==> src/rtl/bc_pkg.sv <==
// bc_pkg: shared state encoding and digit constants for the guess round controller
package bc_pkg;
  typedef enum logic [2:0] {ENTRY, CHECK, WAIT, SHOW, WIN, LOSE} state_e;
  localparam logic [3:0] EMPTY_DIGIT = 4'hF;
  localparam logic [3:0] DIGIT_MAX = 4'd9;
endpackage

==> src/rtl/guess_round_ctrl_if.sv <==
// guess_round_ctrl_if: keypad/scorer/display signals of the round sequencer
interface guess_round_ctrl_if;
  logic        digit_valid;
  logic [3:0]  digit;
  logic        clear;
  logic        new_game;
  logic [3:0]  strike;
  logic [3:0]  ball;
  logic [15:0] guess;
  logic [2:0]  slots_filled;
  logic        check_en;
  logic        result_valid;
  logic [3:0]  last_strike;
  logic [3:0]  last_ball;
  logic [3:0]  attempts;
  logic        digit_err;
  logic        win;
  logic        lose;
  modport master (
    output digit_valid, digit, clear, new_game, strike, ball,
    input  guess, slots_filled, check_en, result_valid, last_strike, last_ball,
           attempts, digit_err, win, lose
  );
  modport slave (
    input  digit_valid, digit, clear, new_game, strike, ball,
    output guess, slots_filled, check_en, result_valid, last_strike, last_ball,
           attempts, digit_err, win, lose
  );
endinterface

==> src/rtl/bc_dup_check.sv <==
// bc_dup_check: rejects a digit that is out of range or already in a filled slot
module bc_dup_check
  import bc_pkg::*;
(
  input  logic [3:0]  digit,
  input  logic [15:0] guess,
  input  logic [2:0]  slots_filled,
  output logic        reject
);
  logic dup;
  // compare the digit against every slot that is already filled
  always_comb begin
    dup = 1'b0;
    for (int i = 0; i < 4; i++)
      dup = dup | ((3'(i) < slots_filled) && (guess[15-4*i -: 4] == digit));
  end
  assign reject = dup | (digit > DIGIT_MAX);
endmodule

==> src/rtl/guess_round_ctrl.sv <==
// guess_round_ctrl: collects a 4-digit guess, strobes the scorer, latches its result and decides win/lose
module guess_round_ctrl
  import bc_pkg::*;
#(
  parameter int MAX_ATTEMPTS = 10,
  parameter int RESULT_LAT   = 1,
  parameter int SHOW_CYCLES  = 25_000_000
) (
  input logic clk,
  input logic rst,
  guess_round_ctrl_if.slave bus
);
  localparam int TMAX = SHOW_CYCLES > RESULT_LAT ? SHOW_CYCLES : RESULT_LAT;
  localparam int TW = $clog2(TMAX) + 1;
  localparam logic [TW-1:0] LAT_END = TW'(RESULT_LAT - 1);
  localparam logic [TW-1:0] SHOW_END = TW'(SHOW_CYCLES - 1);
  localparam logic [3:0] ATT_MAX = 4'(MAX_ATTEMPTS);
  localparam logic [15:0] NO_GUESS = {4{EMPTY_DIGIT}};

  state_e state_q, state_d;
  logic [15:0] guess_q, guess_d;
  logic [2:0] slots_filled_q, slots_filled_d;
  logic [TW-1:0] timer_q, timer_d;
  logic [3:0] attempts_q, attempts_d, attempts_inc;
  logic [3:0] last_strike_q, last_strike_d, last_ball_q, last_ball_d;
  logic check_en_q, check_en_d, result_valid_q, result_valid_d;
  logic digit_err_q, digit_err_d, win_q, win_d, lose_q, lose_d;
  logic reject, sample;

  bc_dup_check u_dup (
    .digit        (bus.digit),
    .guess        (guess_q),
    .slots_filled (slots_filled_q),
    .reject       (reject)
  );

  // next state, slot register, attempt counter and registered output pulses
  always_comb begin
    state_d = state_q;
    guess_d = guess_q;
    slots_filled_d = slots_filled_q;
    attempts_d = attempts_q;
    last_strike_d = last_strike_q;
    last_ball_d = last_ball_q;
    digit_err_d = 1'b0;
    attempts_inc = attempts_q == 4'hF ? 4'hF : attempts_q + 4'd1;
    sample = state_q == WAIT && timer_q == LAT_END && !bus.new_game;
    if (bus.new_game) begin
      state_d = ENTRY;
      guess_d = NO_GUESS;
      slots_filled_d = 3'd0;
      attempts_d = 4'd0;
      last_strike_d = 4'd0;
      last_ball_d = 4'd0;
    end else begin
      case (state_q)
        ENTRY:
          if (bus.clear) begin
            guess_d = NO_GUESS;
            slots_filled_d = 3'd0;
          end else if (bus.digit_valid) begin
            if (reject) digit_err_d = 1'b1;
            else begin
              guess_d = (guess_q & ~(16'hF000 >> {slots_filled_q, 2'b00}))
                      | ({bus.digit, 12'h000} >> {slots_filled_q, 2'b00});
              slots_filled_d = slots_filled_q + 3'd1;
              state_d = slots_filled_q == 3'd3 ? CHECK : ENTRY;
            end
          end
        CHECK: state_d = WAIT;
        WAIT:
          if (sample) begin
            last_strike_d = bus.strike;
            last_ball_d = bus.ball;
            attempts_d = attempts_inc;
            state_d = bus.strike == 4'd4 ? WIN : attempts_inc == ATT_MAX ? LOSE : SHOW;
          end
        SHOW:
          if (timer_q == SHOW_END) begin
            state_d = ENTRY;
            guess_d = NO_GUESS;
            slots_filled_d = 3'd0;
          end
        default: ;
      endcase
    end
    timer_d = state_d != state_q ? '0 : timer_q + 1'b1;
    check_en_d = state_d == CHECK;
    result_valid_d = sample;
    win_d = state_d == WIN;
    lose_d = state_d == LOSE;
  end

  // state and output registers
  always_ff @(posedge clk or posedge rst) begin
    if (rst) begin
      state_q <= ENTRY;
      guess_q <= NO_GUESS;
      slots_filled_q <= 3'd0;
      timer_q <= '0;
      attempts_q <= 4'd0;
      last_strike_q <= 4'd0;
      last_ball_q <= 4'd0;
      check_en_q <= 1'b0;
      result_valid_q <= 1'b0;
      digit_err_q <= 1'b0;
      win_q <= 1'b0;
      lose_q <= 1'b0;
    end else begin
      state_q <= state_d;
      guess_q <= guess_d;
      slots_filled_q <= slots_filled_d;
      timer_q <= timer_d;
      attempts_q <= attempts_d;
      last_strike_q <= last_strike_d;
      last_ball_q <= last_ball_d;
      check_en_q <= check_en_d;
      result_valid_q <= result_valid_d;
      digit_err_q <= digit_err_d;
      win_q <= win_d;
      lose_q <= lose_d;
    end
  end

  assign bus.guess = guess_q;
  assign bus.slots_filled = slots_filled_q;
  assign bus.check_en = check_en_q;
  assign bus.result_valid = result_valid_q;
  assign bus.last_strike = last_strike_q;
  assign bus.last_ball = last_ball_q;
  assign bus.attempts = attempts_q;
  assign bus.digit_err = digit_err_q;
  assign bus.win = win_q;
  assign bus.lose = lose_q;
endmodule

==> src/flat_wrapper.sv <==
// flat-port wrapper written by rule: the top's interface ports become plain ports
module guess_round_ctrl_flat import bc_pkg::*;
#(
  parameter int MAX_ATTEMPTS = 10,
  parameter int RESULT_LAT   = 1,
  parameter int SHOW_CYCLES  = 25_000_000
)
  (clk, rst, bus_digit_valid, bus_digit, bus_clear, bus_new_game, bus_strike, bus_ball, bus_guess, bus_slots_filled, bus_check_en, bus_result_valid, bus_last_strike, bus_last_ball, bus_attempts, bus_digit_err, bus_win, bus_lose);
  guess_round_ctrl_if bus_i ();
  input logic clk;
  input logic rst;
  input wire logic [$bits(bus_i.digit_valid)-1:0] bus_digit_valid;
  input wire logic [$bits(bus_i.digit)-1:0] bus_digit;
  input wire logic [$bits(bus_i.clear)-1:0] bus_clear;
  input wire logic [$bits(bus_i.new_game)-1:0] bus_new_game;
  input wire logic [$bits(bus_i.strike)-1:0] bus_strike;
  input wire logic [$bits(bus_i.ball)-1:0] bus_ball;
  output wire logic [$bits(bus_i.guess)-1:0] bus_guess;
  output wire logic [$bits(bus_i.slots_filled)-1:0] bus_slots_filled;
  output wire logic [$bits(bus_i.check_en)-1:0] bus_check_en;
  output wire logic [$bits(bus_i.result_valid)-1:0] bus_result_valid;
  output wire logic [$bits(bus_i.last_strike)-1:0] bus_last_strike;
  output wire logic [$bits(bus_i.last_ball)-1:0] bus_last_ball;
  output wire logic [$bits(bus_i.attempts)-1:0] bus_attempts;
  output wire logic [$bits(bus_i.digit_err)-1:0] bus_digit_err;
  output wire logic [$bits(bus_i.win)-1:0] bus_win;
  output wire logic [$bits(bus_i.lose)-1:0] bus_lose;
  assign bus_i.digit_valid = bus_digit_valid;
  assign bus_i.digit = bus_digit;
  assign bus_i.clear = bus_clear;
  assign bus_i.new_game = bus_new_game;
  assign bus_i.strike = bus_strike;
  assign bus_i.ball = bus_ball;
  assign bus_guess = bus_i.guess;
  assign bus_slots_filled = bus_i.slots_filled;
  assign bus_check_en = bus_i.check_en;
  assign bus_result_valid = bus_i.result_valid;
  assign bus_last_strike = bus_i.last_strike;
  assign bus_last_ball = bus_i.last_ball;
  assign bus_attempts = bus_i.attempts;
  assign bus_digit_err = bus_i.digit_err;
  assign bus_win = bus_i.win;
  assign bus_lose = bus_i.lose;
  guess_round_ctrl #(.MAX_ATTEMPTS(MAX_ATTEMPTS), .RESULT_LAT(RESULT_LAT), .SHOW_CYCLES(SHOW_CYCLES)) u_core (.clk(clk), .rst(rst), .bus(bus_i));
endmodule
==> config.mk <==
export PLATFORM = sky130hd
export DESIGN_NAME = guess_round_ctrl_flat
export DESIGN_NICKNAME = d
export VERILOG_FILES = /design/src/rtl/bc_pkg.sv /design/src/rtl/guess_round_ctrl_if.sv /design/src/rtl/bc_dup_check.sv /design/src/rtl/guess_round_ctrl.sv /design/src/flat_wrapper.sv
export SDC_FILE = /design/constraint.sdc
export NUM_CORES = 1
export LEC_CHECK = 0
export ABC_CLOCK_PERIOD_IN_PS = 2900
export CAP_MARGIN = 10
export CORE_UTILIZATION = 55
export CTS_CLUSTER_DIAMETER = 80
export DETAILED_ROUTE_END_ITERATION = 6
export DONT_BUFFER_PORTS = 1
export GPL_TIMING_DRIVEN = 0
export PLACE_DENSITY = 0.69
export RECOVER_POWER = 50
export SYNTH_ARGS = -nofsm -noshare
export SYNTH_HDL_FRONTEND = slang
export SYNTH_SLANG_ARGS = --single-unit
==> constraint.sdc <==
create_clock -name clk -period 2.9 [get_ports clk]
set_input_delay 0.145 -clock clk [delete_from_list [all_inputs] [get_ports clk]]
set_output_delay 0.145 -clock clk [all_outputs]
set_load 0.05 [all_outputs]
Word-level counts from Yosys, hierarchy flattened
Cells that the tools add are included.
{"block": "totals", "regBits": 65, "latchBits": 0, "ramBits": 0, "rom_bits": 0, "input_bits": 17, "output_inout_bits": 36, "word_cells": 100, "n_memories": 0}
{"block": "classes", "addsub": 3, "n_mul": 0, "div_mod_pow": 0, "magnitude_cmp": 5, "n_eq_ne": 19, "shifts": 2, "muxes": 38, "bitwise": 7, "n_reduce_logical": 14}
{"cell": "$mux W16", "count": 5}
{"cell": "$mux W4", "count": 10}
{"cell": "$mux W3", "count": 13}
{"cell": "$pmux W16 S2", "count": 1}
{"cell": "$add A26 B1 Y26 const B", "count": 1}
{"cell": "$eq A26 B25 Y1 const B", "count": 1}
{"cell": "$logic_not A26 Y1", "count": 1}
{"cell": "$mux W26", "count": 1}
{"cell": "$and A16 B16 Y16", "count": 1}
{"cell": "$eq A4 B4 Y1", "count": 4}
{"cell": "$not A16 Y16", "count": 1}
{"cell": "$or A16 B16 Y16", "count": 1}
{"cell": "$shr A16 B5 Y16", "count": 1}
{"cell": "$shr A16 B5 Y16 const A", "count": 1}
{"cell": "$pmux W3 S4", "count": 1}
{"cell": "$eq A3 B2 Y1 const B", "count": 3}
{"cell": "$eq A4 B4 Y1 const B", "count": 2}
{"cell": "$ne A4 B4 Y1 const B", "count": 2}
{"cell": "$eq A3 B1 Y1 const B", "count": 2}
{"cell": "$eq A3 B3 Y1 const B", "count": 2}
{"cell": "$logic_and A1 B1 Y1", "count": 6}
{"cell": "$lt A1 B3 Y1 const A", "count": 2}
{"cell": "$lt A2 B3 Y1 const A", "count": 2}
{"cell": "$mux W1", "count": 6}
{"cell": "14 further kinds", "count": 18}

Depth between registers and ports, before layout
{"block": "depth", "word_depth": 13, "mapped_depth": 10, "ltp_nobuf": 8}

Modules after synthesis
Synthesis repeated with hierarchy kept, for this count alone.
{"block": "unflattened", "cells_unflattened": 363, "hier_area_um2": 3558.4}
{"mod": "guess_round_ctrl", "n_inst": 1, "cells_each": 329, "area_each_um2": 3308.2, "seq_area_each_um2": 1646.6}
{"mod": "bc_dup_check", "n_inst": 1, "cells_each": 34, "area_each_um2": 250.2, "seq_area_each_um2": 0.0}

Worst setup path after synthesis
OpenSTA, ideal clock, no wires.
{"block": "synth_timing", "path_type": "register -> register", "from": "register u_core.slots_filled_q[1] (netlist: u_core.bus.slots_filled[1])", "to": "register u_core.timer_q[16]", "setup_ns": 0.080, "arrival_time_ns": 2.244, "required_ns": 2.820, "setup_slack_ns": 0.576, "path_stages_with_launch": 10, "path_buffers": 3, "period_less_slack_ns": 2.324, "cell_sequence": "dfrtp_1 > a21oi_1 > nor4_1 > a22o_1 > and4b_1 > buf_6 > and4_4 > buf_6 > buf_6 > nor3_2"}
{"block": "synth_via", "elab_chain_cells": 13, "word_cells_on_any_way": 21, "classes_between": "order compare (4); eq/ne (2); mux (7); bitwise (4); reduce/logical (4)"}
{"item": "start: declaration", "line_no": "guess_round_ctrl.sv:22", "source": "logic [2:0] slots_filled_q, slots_filled_d;"}
{"item": "start signal: assignment", "line_no": "guess_round_ctrl.sv:112", "source": "slots_filled_q <= slots_filled_d;"}
{"item": "$lt A1 B3 Y1", "line_no": "bc_dup_check.sv:15", "source": "dup = dup | ((3'(i) < slots_filled) && (guess[15-4*i -: 4] == digit));"}
{"item": "$logic_and A1 B1 Y1", "line_no": "bc_dup_check.sv:15"}
{"item": "$or A1 B1 Y1 (3 in a row)", "line_no": "bc_dup_check.sv:15"}
{"item": "$or A1 B1 Y1", "line_no": "bc_dup_check.sv:17", "source": "assign reject = dup | (digit > DIGIT_MAX);"}
{"item": "$mux W3 *", "line_no": "guess_round_ctrl.sv:62", "source": "if (reject) digit_err_d = 1'b1;"}
{"item": "$mux W3 *", "line_no": "guess_round_ctrl.sv:61", "source": "end else if (bus.digit_valid) begin"}
{"item": "$mux W3 *", "line_no": "guess_round_ctrl.sv:58", "source": "if (bus.clear) begin"}
{"item": "$pmux W3 S4 *", "line_no": "guess_round_ctrl.sv:56", "source": "case (state_q)"}
{"item": "$mux W3 *", "line_no": "guess_round_ctrl.sv:48", "source": "if (bus.new_game) begin"}
{"item": "$ne A3 B3 Y1 *", "line_no": "guess_round_ctrl.sv:87", "source": "timer_d = state_d != state_q ? '0 : timer_q + 1'b1;"}
{"item": "$mux W26 *", "line_no": "guess_round_ctrl.sv:87"}
{"item": "named net u_core.timer_d[16]", "line_no": "guess_round_ctrl.sv:23", "source": "logic [TW-1:0] timer_q, timer_d;"}
{"item": "end signal: assignment", "line_no": "guess_round_ctrl.sv:113", "source": "timer_q <= timer_d;"}
{"item": "end: declaration", "line_no": "guess_round_ctrl.sv:23"}
Mark *: on every way through the listed nets, which the timed path passes. The rest lies on a longest branch.
A chain may end at the register's enable or synchronous reset.

Worst setup path in the final report
{"block": "layout_timing", "from": "register u_core.slots_filled_q[2] (netlist: u_core.bus.slots_filled[2])", "to": "register u_core.guess_q[5] (netlist: u_core.bus.guess[5])"}
{"block": "layout_via", "elab_chain_cells": 9, "word_cells_on_any_way": 24, "classes_between": "order compare (4); eq/ne (1); shift (2); mux (5); bitwise (7); reduce/logical (5)"}
{"item": "$shr A16 B5 Y16", "line_no": "guess_round_ctrl.sv:64", "source": "guess_d = (guess_q & ~(16'hF000 >> {slots_filled_q, 2'b00}))"}
{"item": "$not A16 Y16", "line_no": "guess_round_ctrl.sv:64"}
{"item": "$and A16 B16 Y16", "line_no": "guess_round_ctrl.sv:64"}
{"item": "$or A16 B16 Y16", "line_no": "guess_round_ctrl.sv:65", "source": "| ({bus.digit, 12'h000} >> {slots_filled_q, 2'b00});"}
{"item": "$mux W16", "line_no": "guess_round_ctrl.sv:62"}
{"item": "$mux W16", "line_no": "guess_round_ctrl.sv:61"}
{"item": "$mux W16", "line_no": "guess_round_ctrl.sv:58"}
{"item": "$pmux W16 S2", "line_no": "guess_round_ctrl.sv:56"}
{"item": "$mux W16", "line_no": "guess_round_ctrl.sv:48"}
{"item": "end signal: assignment", "line_no": "guess_round_ctrl.sv:111", "source": "guess_q <= guess_d;"}
{"item": "end: declaration", "line_no": "guess_round_ctrl.sv:21", "source": "logic [15:0] guess_q, guess_d;"}
Parallel ways exist; a longest one is shown, timed or not. The select of a mux whose other input is x is not followed.

==> summary.md <==
| Metric | Value |
|---|---|
| CP Max Fanout | 10 |
| Delay-heaviest family, CP | compound AO/OA/AOI/OAI gates |
| Seq cells post-synth | 65 |
| Final setup viols | 0 |
| Initial drt markers | 135 |
| Async S/R FF share, synth | 100% |
| Sequential area share after synthesis | 44.8% |
| Max Slew Vio Count | 0 |
| P&R area growth vs syn | 11.1% |
| Mapped Nets | 383 |
| Post-synth top flop | dfrtp_1 |
| Critical path cell sequence | a21oi_1 > o41ai_1 > a41oi_1 > and4b_1 > buf_6 > nor2_4 > buf_2 > o2bb2ai_1 |
| Worst Tran Pin Value | 0.992 ns |
| Final WS setup | 0.175 ns |
| Final wirelength | 7.90 mm |
| Complex-gate fraction of the synthesized area | 12.6% |
| Total CTS buffers | 9 |
| Placer Congestion | 0.864 |
| Rel. slew slack | 33.8% |
| Total power | 2.09 mW |
| Worst setup EP type | register |
| Fmax | 0.367 GHz |
| CP Buf/Inv Count | 2 |
| Wire per inst | 17.1 um |
| CTS root buffer | clkbuf_8 |
| Placement Setup Slack | 0.187 ns |
| Worst endpoint required time | 3.18 ns |
| CP arrival | 3.00 ns |
| Library cells used by synthesis | 50 |
| RSZ-0062 raised after global routing | false |
| Vias in the first global route | 2,833 |
| Via count | 2,791 |
| Dominant cell type by area after synthesis | dfrtp_1 |
| Post-route ant nets | 0 |
| Crit Path Class | reg2reg |
| Multi-input gate area | 0.00185 mm^2 |
| Initial antenna violation count | 0 |
| Clock Path Buffers | 2 |
| Xor and xnor area share after synthesis | 8.82% |
| Starting Density | 57.5% |
| H-tree levels | 3 |
| Final Hold Vio Count | 0 |
| Syn avg cell area | 10.3 um^2 |
| Final Critical Period | 2.73 ns |
| Latest clock arrival within the worst-skew pair | 0.35 ns |
| Clock skew | 0.0101 ns |
| Cell with the most instances after synthesis | dfrtp_1 |
| # IOs | 53 |
| Total grt overflow | 0 |
| Gr usage total | 24.3% |
| Cell Pwr Density | 513 mW/mm^2 |
| Min Hold Slack | 0.0358 ns |
| Clock transition at the registers of the reported paths | 0.08 ns |
| MaxCap Viol Count | 0 |
| Top cells by area, synth | dfrtp_1, dfstp_2, nor3_2 |
| HP Class | in2reg |
| Syn Std Cell Area | 0.00367 mm^2 |
| Largest net degree at the start of global routing | 41 |
| Crit share post-route | 94.0% |
| CP startpoint kind | register |
| Number of port buffers | 0 |
| Yosys top cell area share | 33.4% |
| Top post-synthesis cells by count | dfrtp_1, a21oi_1, nor2_1, nor3_2, xnor2_1 |
| Post-synth EDFFs | 0 |
| CTS Sinks | 65 |
| Ant. Diodes | 0 |
| Avg Vias per Cell | 6.05 |
| Mapped Cells | 357 |
| Yosys warning count | 0 |
| Setup TNS | 0 ns |
| Dpl hpwl | 5.38 mm |
| Layout cells sized above 1 | 17.7% |
| Simple-Gate Fraction of Synth Area | 22.8% |
| Nets@finish | 405 |
| Register Area | 0.00165 mm^2 |
| CTS tree | done |
| Multiplexer area fraction after synthesis | 3.00% |
| Die Footprint | 0.00701 mm^2 |
| Die H | 83.7 um |
| TritonRoute pass-1 iters | 4 |
| Row count | 29 |
| Die width | 83.7 um |
| Layout fillers | 528 |
| Status | complete, no violations |
| Largest family of logic cells by synthesized area | simple AND/OR/NAND/NOR gates |
| Largest incremental delay on the critical path | 0.75 ns |
| Worst IR Drop VDD | 0.301 mV |
| Post-route DRC | 0 |
| Adder-Cell Fraction of Synth Area | 3.07% |
| CP max-delay cell | dfrtp_1 |
| Leak | 1.70 nW |
| Core footprint | 0.00639 mm^2 |
| First-pass GRT wire length | 13.4 mm |
[path summary, 6_finish.rpt]
path / to / start / slack [ns] / cells after the start
max in group asynchronous: u_core.bus.lose / rst / 0.95 / 3
max: u_core.bus.guess[5] / u_core.bus.slots_filled[2] / 0.17 / 8
min reg2reg: u_core.timer_q[0] / u_core.timer_q[0] / 0.53 / 1
min in group asynchronous: u_core.timer_q[11] / rst / 0.47 / 2
min: u_core.bus.digit_err / bus_clear / 0.04 / 2
max reg2reg: u_core.bus.guess[5] / u_core.bus.slots_filled[2] / 0.17 / 8
[sequential cells by signal, summed over array words and instances, names as in the netlist]
signal                   count
u_core.bus.result_valid      1
u_core.bus.attempts          4
u_core.bus.digit_err         1
u_core.bus.last_strike       4
u_core.bus.lose              1
u_core.bus.last_ball         4
u_core.bus.slots_filled      3
u_core.timer_q              26
u_core.state_q               3
u_core.bus.guess            16
u_core.bus.check_en          1
u_core.bus.win               1
[worst reg2reg max path: stages (launching register included)]
cell and delay (ns):
dfrtp_1 0.75, a21oi_1 0.14, o41ai_1 0.57, a41oi_1 0.15, and4b_1 0.26, buf_6 0.14
nor2_4 0.27, buf_2 0.29, o2bb2ai_1 0.10
[layer usage]
layer | vias to the layer above | share of wire (%) | global-route usage (%)
met2 | 70 | 44 | 35.0
met1 | 1356 | 49 | 34.6
met4 | 0 | 2.7 | 13.1
met3 | 19 | 4.1 | 4.65
li1 | 1346 | - | -
met5 | - | 0 | 0
[power breakdown]
group	internal, mW	switching, mW
clock	0.404	0.394
combinational	0.0960	0.144
sequential	0.954	0.100
total	1.45	0.638
[placed cells by master, fill, tap and decap left out, drive strengths merged, types with 15 or more instances in the layout]
master   Yosys  final
xor2        18     18
dfrtp       49     49
xnor2       19     19
clkbuf       5     15
a21oi       25     25
nand2       16     16
nor2        20     20
dfstp       16     16
o2bb2ai     16     16
nor3        37     37
nand3       18     18
[cell families after synthesis]
logic type,count (synthesis)
adders and majority gates,9
muxes,11
and+or+nand+nor,137
buffers and inverters,31
DFF,65
AOI/OAI and AO/OA,67
xor gates and xnor gates,37
[timing repair]
| action | CTS | global route |
|---|---|---|
| endpoints found under the hold margin | 22 | 0 |
| resized for setup | 0 | 2 |
| hold buffers | 10 | 0 |
| setup buffers | 0 | 0 |
| endpoints found under the setup margin | 0 | 20 |
[through the flow]
step / utilization (%) / instances / area [um^2]
floorplan: - / 357 / 3670
global placement: 59.0 / 434 / 3770
detailed placement: 59.3 / 435 / 3790
CTS: 64.1 / 461 / 4090
global route: 63.9 / 461 / 4080
finish: 63.9 / 461 / 4080
[area by class of cell]
class	count	share of cell area [%]
well taps	77	2.36
clock inverters	7	1.93
clock buffers	9	3.04
inverters	12	1.10
multi-input cells	261	45.3
plain buffers	19	3.28
flip-flops and latches	65	40.4
repair buffers	11	2.58
(Power assumes the default switching activity.)
